--- config.mk ---
export PLATFORM = sky130hd
export DESIGN_NAME = ball_launch_ctrl_flat
export DESIGN_NICKNAME = d
export VERILOG_FILES = /design/src/rtl/ball_launch_ctrl_if.sv /design/src/rtl/ball_launch_ctrl.sv /design/src/flat_wrapper.sv
export SDC_FILE = /design/constraint.sdc
export NUM_CORES = 1
export LEC_CHECK = 0
export CORE_MARGIN = 1
export CORE_UTILIZATION = 35
export CTS_CLUSTER_SIZE = 25
export DETAILED_ROUTE_END_ITERATION = 8
export GPL_TIMING_DRIVEN = 0
export PLACE_DENSITY = 0.68
export SLEW_MARGIN = 20
export SYNTH_ARGS = -nofsm -noshare
export SYNTH_HDL_FRONTEND = slang
export SYNTH_SLANG_ARGS = --single-unit
--- constraint.sdc ---
create_clock -name clk -period 2.05 [get_ports clk]
set_clock_uncertainty 0.15 [all_clocks]
set_input_delay 0.3075 -clock clk [delete_from_list [all_inputs] [get_ports clk]]
set_output_delay 0.3075 -clock clk [all_outputs]
set_load 0.005 [all_outputs]
--- src/rtl/ball_launch_ctrl_if.sv ---
// Signal bundle between the power FSM / lane display (master) and the launch controller (slave).
interface ball_launch_ctrl_if #(
  parameter int unsigned POS_W = 4
);
  logic             tick;
  logic             throw_btn;
  logic [2:0]       pow_lvl;
  logic             ack;
  logic             charging;
  logic             rolling;
  logic             done;
  logic [2:0]       launched_lvl;
  logic [POS_W-1:0] ball_pos;

  modport master (
    output tick, throw_btn, pow_lvl, ack,
    input  charging, rolling, done, launched_lvl, ball_pos
  );

  modport slave (
    input  tick, throw_btn, pow_lvl, ack,
    output charging, rolling, done, launched_lvl, ball_pos
  );
endinterface

--- src/rtl/ball_launch_ctrl.sv ---
// Latches power level on throw-button release, then steps the ball down the lane at a
// power-dependent tick rate and holds the finished roll until downstream acknowledges.
module ball_launch_ctrl #(
  parameter int unsigned LANE_LEN = 16,
  parameter int unsigned POS_W    = 4
) (
  input logic               clk,
  input logic               reset,
  ball_launch_ctrl_if.slave bus
);

  typedef enum logic [1:0] {StIdle, StCharge, StRoll, StDone} state_e;

  localparam logic [POS_W-1:0] LastPos = POS_W'(LANE_LEN - 1);

  state_e           state_q, state_d;
  logic [POS_W-1:0] pos_q, pos_d;
  logic [1:0]       step_q, step_d;
  logic [2:0]       lvl_q, lvl_d;
  logic             charging_q, rolling_q, done_q;

  logic [2:0]       lvl_clean;
  logic [1:0]       last_step;
  logic [POS_W-1:0] pos_inc;

  // Out-of-range levels launch at minimum power.
  assign lvl_clean = (bus.pow_lvl >= 3'd1 && bus.pow_lvl <= 3'd4) ? bus.pow_lvl : 3'd1;
  // Interval is 5-lvl ticks, so the terminal step count is 4-lvl.
  assign last_step = 2'(3'd4 - lvl_q);
  assign pos_inc   = pos_q + 1'b1;

  always_comb begin
    state_d = state_q;
    pos_d   = pos_q;
    step_d  = step_q;
    lvl_d   = lvl_q;
    unique case (state_q)
      StIdle: begin
        pos_d = '0;
        if (bus.throw_btn) state_d = StCharge;
      end
      StCharge: begin
        if (!bus.throw_btn) begin
          state_d = StRoll;
          lvl_d   = lvl_clean;
          step_d  = '0;
          pos_d   = '0;
        end
      end
      StRoll: begin
        if (bus.tick) begin
          if (step_q == last_step) begin
            step_d = '0;
            pos_d  = pos_inc;
            if (pos_inc == LastPos) state_d = StDone;
          end else begin
            step_d = step_q + 2'd1;
          end
        end
      end
      StDone: begin
        if (bus.ack) begin
          state_d = StIdle;
          pos_d   = '0;
        end
      end
      default: state_d = StIdle;
    endcase
  end

  // Status flags are registered from the next state so they track state_q exactly.
  always_ff @(posedge clk) begin
    if (!reset) begin
      state_q    <= StIdle;
      pos_q      <= '0;
      step_q     <= '0;
      lvl_q      <= 3'd1;
      charging_q <= 1'b0;
      rolling_q  <= 1'b0;
      done_q     <= 1'b0;
    end else begin
      state_q    <= state_d;
      pos_q      <= pos_d;
      step_q     <= step_d;
      lvl_q      <= lvl_d;
      charging_q <= (state_d == StCharge);
      rolling_q  <= (state_d == StRoll);
      done_q     <= (state_d == StDone);
    end
  end

  assign bus.charging     = charging_q;
  assign bus.rolling      = rolling_q;
  assign bus.done         = done_q;
  assign bus.launched_lvl = lvl_q;
  assign bus.ball_pos     = pos_q;

endmodule

--- src/flat_wrapper.sv ---
// flat-port wrapper written by rule: the top's interface ports become plain ports
module ball_launch_ctrl_flat 
#(
  parameter int unsigned LANE_LEN = 16,
  parameter int unsigned POS_W    = 4
)
  (clk, reset, bus_tick, bus_throw_btn, bus_pow_lvl, bus_ack, bus_charging, bus_rolling, bus_done, bus_launched_lvl, bus_ball_pos);
  ball_launch_ctrl_if #(.POS_W(POS_W)) bus_i ();
  input logic clk;
  input logic reset;
  input wire logic [$bits(bus_i.tick)-1:0] bus_tick;
  input wire logic [$bits(bus_i.throw_btn)-1:0] bus_throw_btn;
  input wire logic [$bits(bus_i.pow_lvl)-1:0] bus_pow_lvl;
  input wire logic [$bits(bus_i.ack)-1:0] bus_ack;
  output wire logic [$bits(bus_i.charging)-1:0] bus_charging;
  output wire logic [$bits(bus_i.rolling)-1:0] bus_rolling;
  output wire logic [$bits(bus_i.done)-1:0] bus_done;
  output wire logic [$bits(bus_i.launched_lvl)-1:0] bus_launched_lvl;
  output wire logic [$bits(bus_i.ball_pos)-1:0] bus_ball_pos;
  assign bus_i.tick = bus_tick;
  assign bus_i.throw_btn = bus_throw_btn;
  assign bus_i.pow_lvl = bus_pow_lvl;
  assign bus_i.ack = bus_ack;
  assign bus_charging = bus_i.charging;
  assign bus_rolling = bus_i.rolling;
  assign bus_done = bus_i.done;
  assign bus_launched_lvl = bus_i.launched_lvl;
  assign bus_ball_pos = bus_i.ball_pos;
  ball_launch_ctrl #(.LANE_LEN(LANE_LEN), .POS_W(POS_W)) u_core (.clk(clk), .reset(reset), .bus(bus_i));
endmodule
-- After elaboration in Yosys (flattened, before gate mapping)
Cells that the tools add are included.
- bits in registers: 14
- bits of input ports: 8
- word-level logic and storage cells: 48
- $add $sub $neg: 3
- order comparisons: 2
- eq/ne operators: 12
- multiplexer cells: 17
- bitwise gates (word level): 1
- reduce and logical (&&, ||, !) cells: 6
- operator list (operator ; number):
    $mux 2 ; 9
    $mux 4 ; 4
    $pmux 4 s4 ; 1
    $eq 2x2->1 const B ; 4
    $pmux 2 s4 ; 1
    $ne 2x2->1 const B ; 3
    $add 4x1->4 const B ; 1
    $eq 2x1->1 const B ; 2
    $eq 4x4->1 const B ; 1
    $pmux 2 s2 ; 1
    $reduce_and 4->1 ; 1
    $ge 3x1->1 const B ; 1
    $le 3x3->1 const B ; 1
    $mux 3 ; 1
    $reduce_and 3->1 ; 1
    $add 2x1->2 const B ; 1
    $eq 2x2->1 ; 1
    $logic_not 2->1 ; 1
    $ne 2x1->1 const B ; 1
    $reduce_and 2->1 ; 1
    $reduce_bool 2->1 ; 1
    $sub 1x2->2 const A ; 1
    $logic_and 1x1->1 ; 1
    $not 1->1 ; 1

-- Depth between registers and ports, before layout
- depth after elaboration: 7
- depth in mapped cells: 5
- mapped depth without buffers: 5

-- Worst setup path before layout
OpenSTA, ideal clock, no wires.
- kind: flip-flop to flip-flop
- start point: register u_core.lvl_q[1], in the netlist u_core.bus.launched_lvl[1]
- end point: register u_core.step_q[0]
- library setup time: 70 ps
- arrival time: 1513 ps
- data required time: 1830 ps
- setup slack: 317 ps
- cell stages (with the launch flop): 5
- path buffers: 0
- path through: dfxtp_1 > xnor2_1 > mux2_4 > or4b_1 > a21boi_1
- cells in the longest elaborated chain, start to end: 5
- RTL lines (what ; line ; text):
    start, declared ; ball_launch_ctrl.sv:19 ; logic [2:0] lvl_q, lvl_d;
    start signal, assigned ; ball_launch_ctrl.sv:85 ; lvl_q <= lvl_d;
    $sub 1x2->2 ; ball_launch_ctrl.sv:29 ; assign last_step = 2'(3'd4 - lvl_q);
    $eq 2x2->1 ; ball_launch_ctrl.sv:52 ; if (step_q == last_step) begin
    $mux 2 ; ball_launch_ctrl.sv:52 ;
    $mux 2 ; ball_launch_ctrl.sv:51 ; if (bus.tick) begin
    $pmux 2 s2 ; ball_launch_ctrl.sv:37 ; unique case (state_q)
    end signal, assigned ; ball_launch_ctrl.sv:84 ; step_q <= step_d;
    end, declared ; ball_launch_ctrl.sv:18 ; logic [1:0] step_q, step_d;
Every way passes these cells. The select of a mux whose other input is x is not followed.
A chain may end at the register's enable or synchronous reset.

-- Worst setup path after layout
Same ends and word-level chain as after synthesis.

==> summary.md <==
| Metric | Value |
|---|---|
| Status | finished, final reports clean |
| Count leader, synth | dfxtp_1 |
| Syn Std Cell Area | around 700 um^2 |
| Mean Syn Cell Area | 8.851 um^2 |
| Top_reg_cell synth | dfxtp_1 |
| Number of CTS-inserted buffers | 3 |
| Clock Power Share | a little over a third |
| NumNets Final | 113 |
| Area share of fa/ha/maj cells after synthesis | 3.490% |
| Post-synthesis mux area share | 4.887% |
| Post-layout min period | 1.809 ns |
| Total die area | 0.002234 mm^2 |
| Sequential area share after synthesis | ~40% |
| Final Cycle Share | about 90% |
| Top cell type's share of synthesized area | 39.09% |
| Number of synthesized flops with an enable pin | 0 |
| Pwr Density | 579.0 mW/mm^2 |
| Slew headroom | 72.48% |
| Post-synthesis simple-gate area fraction | 23.91% |
| CTS tree | built |
| CTS resizes | 0 |
| XOR/XNOR Fraction of Synth Area | 3.665% |
| Antenna cell count | 0 |
| IO Pins | 18 |
| Share of post-route cells with drive strength above 1 | between 6 and 7% |
| Post-Syn Nets | 91 |
| Post-Place Cells | 125 |
| Min-delay worst type | register to register |
| RSZ-0062 raised after global routing | false |
| YS warnings | 0 |
| Peak supply drop | between 0.4 and 0.5 mV |
| TritonRoute pass-1 iters | 4 |
| Area overhead of the layout relative to synthesis | 33.51% |
| Post-synth ARST share | 0% |
| Clock latency on the worst-skew pair | 0.28 ns |
| CP Launch Type | register |
| Pwr Total | about 0.55 mW |
| Max Root-Sink Buffers | 2 |
| Synth top area cells | dfxtp_1 (39%), nand2_1 (5.2%), nand3_1 (4.2%), a21boi_0 (4.2%), a21oi_1 (3.5%) |
| Die height | approximately 47 um |
| Antenna violations before repair | 0 |
| Routed vias | 656 |
| Root Buffer | clkbuf_4 |
| Top cell type by total area after synthesis | dfxtp_1 |
| Max Cap Violations | 0 |
| Core footprint | 0.001942 mm^2 |
| Post-route ant nets | 0 |
| Cts hold-fix bufs | 0 |
| Die width | 47.26 um |
| CP required | 2.12 ns |
| Residual DRC | 0 |
| P_int | 0.4236 mW |
| DR WL/cell | roughly 11 um |
| P_sw | 0.1306 mW |
| Clock sink total | 14 |
| Vias in the first global route | ~550 |
| Final hold vios | 0 |
| Gate power share | 11.9% |
| First-pass GRT wire length | between 2000 and 2500 um |
| Crit path kind | register to register |
| IO Port Bufs | 17 |
| Placer Congestion | about 0.67 |
| Starting density of the core | a little under two fifths |
| GRT Overall Usage | about 15% |
| Final Non-Filler Cells | 129 |
| Hold WS | 0.3295 ns |
| Seq cells post-synth | 14 |
| Slack of the worst reg-to-reg path | 0.24 ns |
| Cells after Synth | 81 |
| Depth of the CTS H-tree | 1 |
| Post-CTS setup repair buffer count | 0 |
| Fillcell total | 194 |
| Grt total ovfl | 0 |
| Leak Pwr | 0.3489 nW |
| DR iter-0 viols | 14 |
| # setup viols final | 0 |
| Slew @ Worst Pin | 0.4128 ns |
| Clock transition at path regs | roughly 0.090 ns |
| Net Sw Frac | 23.57% |
| Fin. max-slew vios | 0 |
| Vias per cell | between 5 and 6 |
| Cell variety after synth | 34 |
| Dpl hpwl | approximately 1100 um |
| FMAX | about 550 MHz |
| Cell Rows | 16 |
| Post-Place Cell Area | about 900 um^2 |
| CP arrival | 1.88 ns |
| Seq pwr share | 51.5% |
| Post-route cell area | roughly 960 um^2 |
| Routed WL | 1437 um |
| CP Capture Type | register |
| Critical Path Fanout Max | 4 |
| Synth cell count leaders | dfxtp_1 (14), nand2_1 (10), nand3_1 (6) |
| Fin Setup TNS | 0 ns |
| Main combinational cell family by area after synthesis | simple AND/OR/NAND/NOR gates |
| Largest net degree at the start of global routing | 11 |
| Post-synthesis compound-gate area fraction | 22.34% |
==> kinds of logic after synthesis <==
group | Yosys count
and+or+nand+nor | 30
AOI/OAI and AO/OA | 24
DFF | 14
buffers and inverters | 5
xor gates and xnor gates | 3
muxes | 3
adders and majority gates | 2
==> per-layer routing <==
metal	up-vias	global-route usage (%)	wire length (um)
met5	-	0	0
met4	0	5.143	9
met3	2	3.846	51
met2	13	24.38	691
met1	302	18.24	684
li1	339	-	-
==> layout by cell type (no fill, tap or decap), drive strengths merged <==
cell type	count
clkdlybuf4s50	17
dfxtp	14
nand2	10
nand3	6
a21oi	5
a21boi	5
clkbuf	5
inv	4
o21ai	3
o22ai	3
nand3b	2
and3b	2
nor2	2
xnor2	2
mux2i	2
ha	2
nor3b	1
nand2b	1
o211ai	1
and2	1
and2b	1
a211o	1
nor2b	1
a31oi	1
or3b	1
o21a	1
o31ai	1
mux2	1
nand4	1
xor2	1
a22o	1
o2111ai	1
o311ai	1
or4b	1
==> metrics by stage <==
step                      setup slack, ns  util (%)
final                              0.2412     49.29
after global placement            0.03867     47.42
after detailed placement         -0.01225     47.42
after global routing               0.1824     49.29
after CTS                          0.2325     49.29
after floorplan                    0.3173         -
==> layout make-up <==
| type | instances | area, um^2 | share of cell area [%] |
|---|---|---|---|
| well taps | 27 | 33.78 | 3.529 |
| clock buffers | 4 | 36.28 | 3.791 |
| inverters | 4 | 15.01 | 1.569 |
| plain buffers | 1 | 3.754 | 0.3922 |
| repair buffers | 17 | 170.2 | 17.78 |
| flip-flops and latches | 14 | 280.3 | 29.28 |
| multi-input cells | 62 | 417.9 | 43.66 |
==> worst paths after layout <==
path / endpoint / start / depth (start not counted)
setup / recovery: u_core.step_q[0] / u_core.bus.launched_lvl[1] / 4
hold / removal: u_core.bus.launched_lvl[2] / u_core.bus.launched_lvl[2] / 2
setup reg to reg: u_core.step_q[0] / u_core.bus.launched_lvl[1] / 4
hold reg to reg: u_core.bus.launched_lvl[2] / u_core.bus.launched_lvl[2] / 2
==> power groups by stage <==
stage          clock network, mW  logic [mW]  registers (mW)
2_1_floorplan                  0      0.0326           0.291
3_3_place_gp                   0      0.0651           0.291
3_5_place_dp                   0      0.0664           0.292
4_1_cts                    0.207      0.0666           0.285
5_1_grt                    0.216      0.0723           0.287
6_report                   0.203      0.0658           0.285
==> registers in the layout, indices dropped and copies added (netlist names) <==
signal,flops
u_core.bus.ball_pos,4
u_core.bus.charging,1
u_core.bus.done,1
u_core.bus.launched_lvl,3
u_core.bus.rolling,1
u_core.state_q,2
u_core.step_q,2
==> critical path, stage by stage (launching register included) <==
cell and delay [ns]:
dfxtp_1 0.35, xnor2_1 0.28, mux2_4 0.34, or4b_1 0.50, a21boi_1 0.13
No activity file was read; power rests on OpenSTA's default activity.
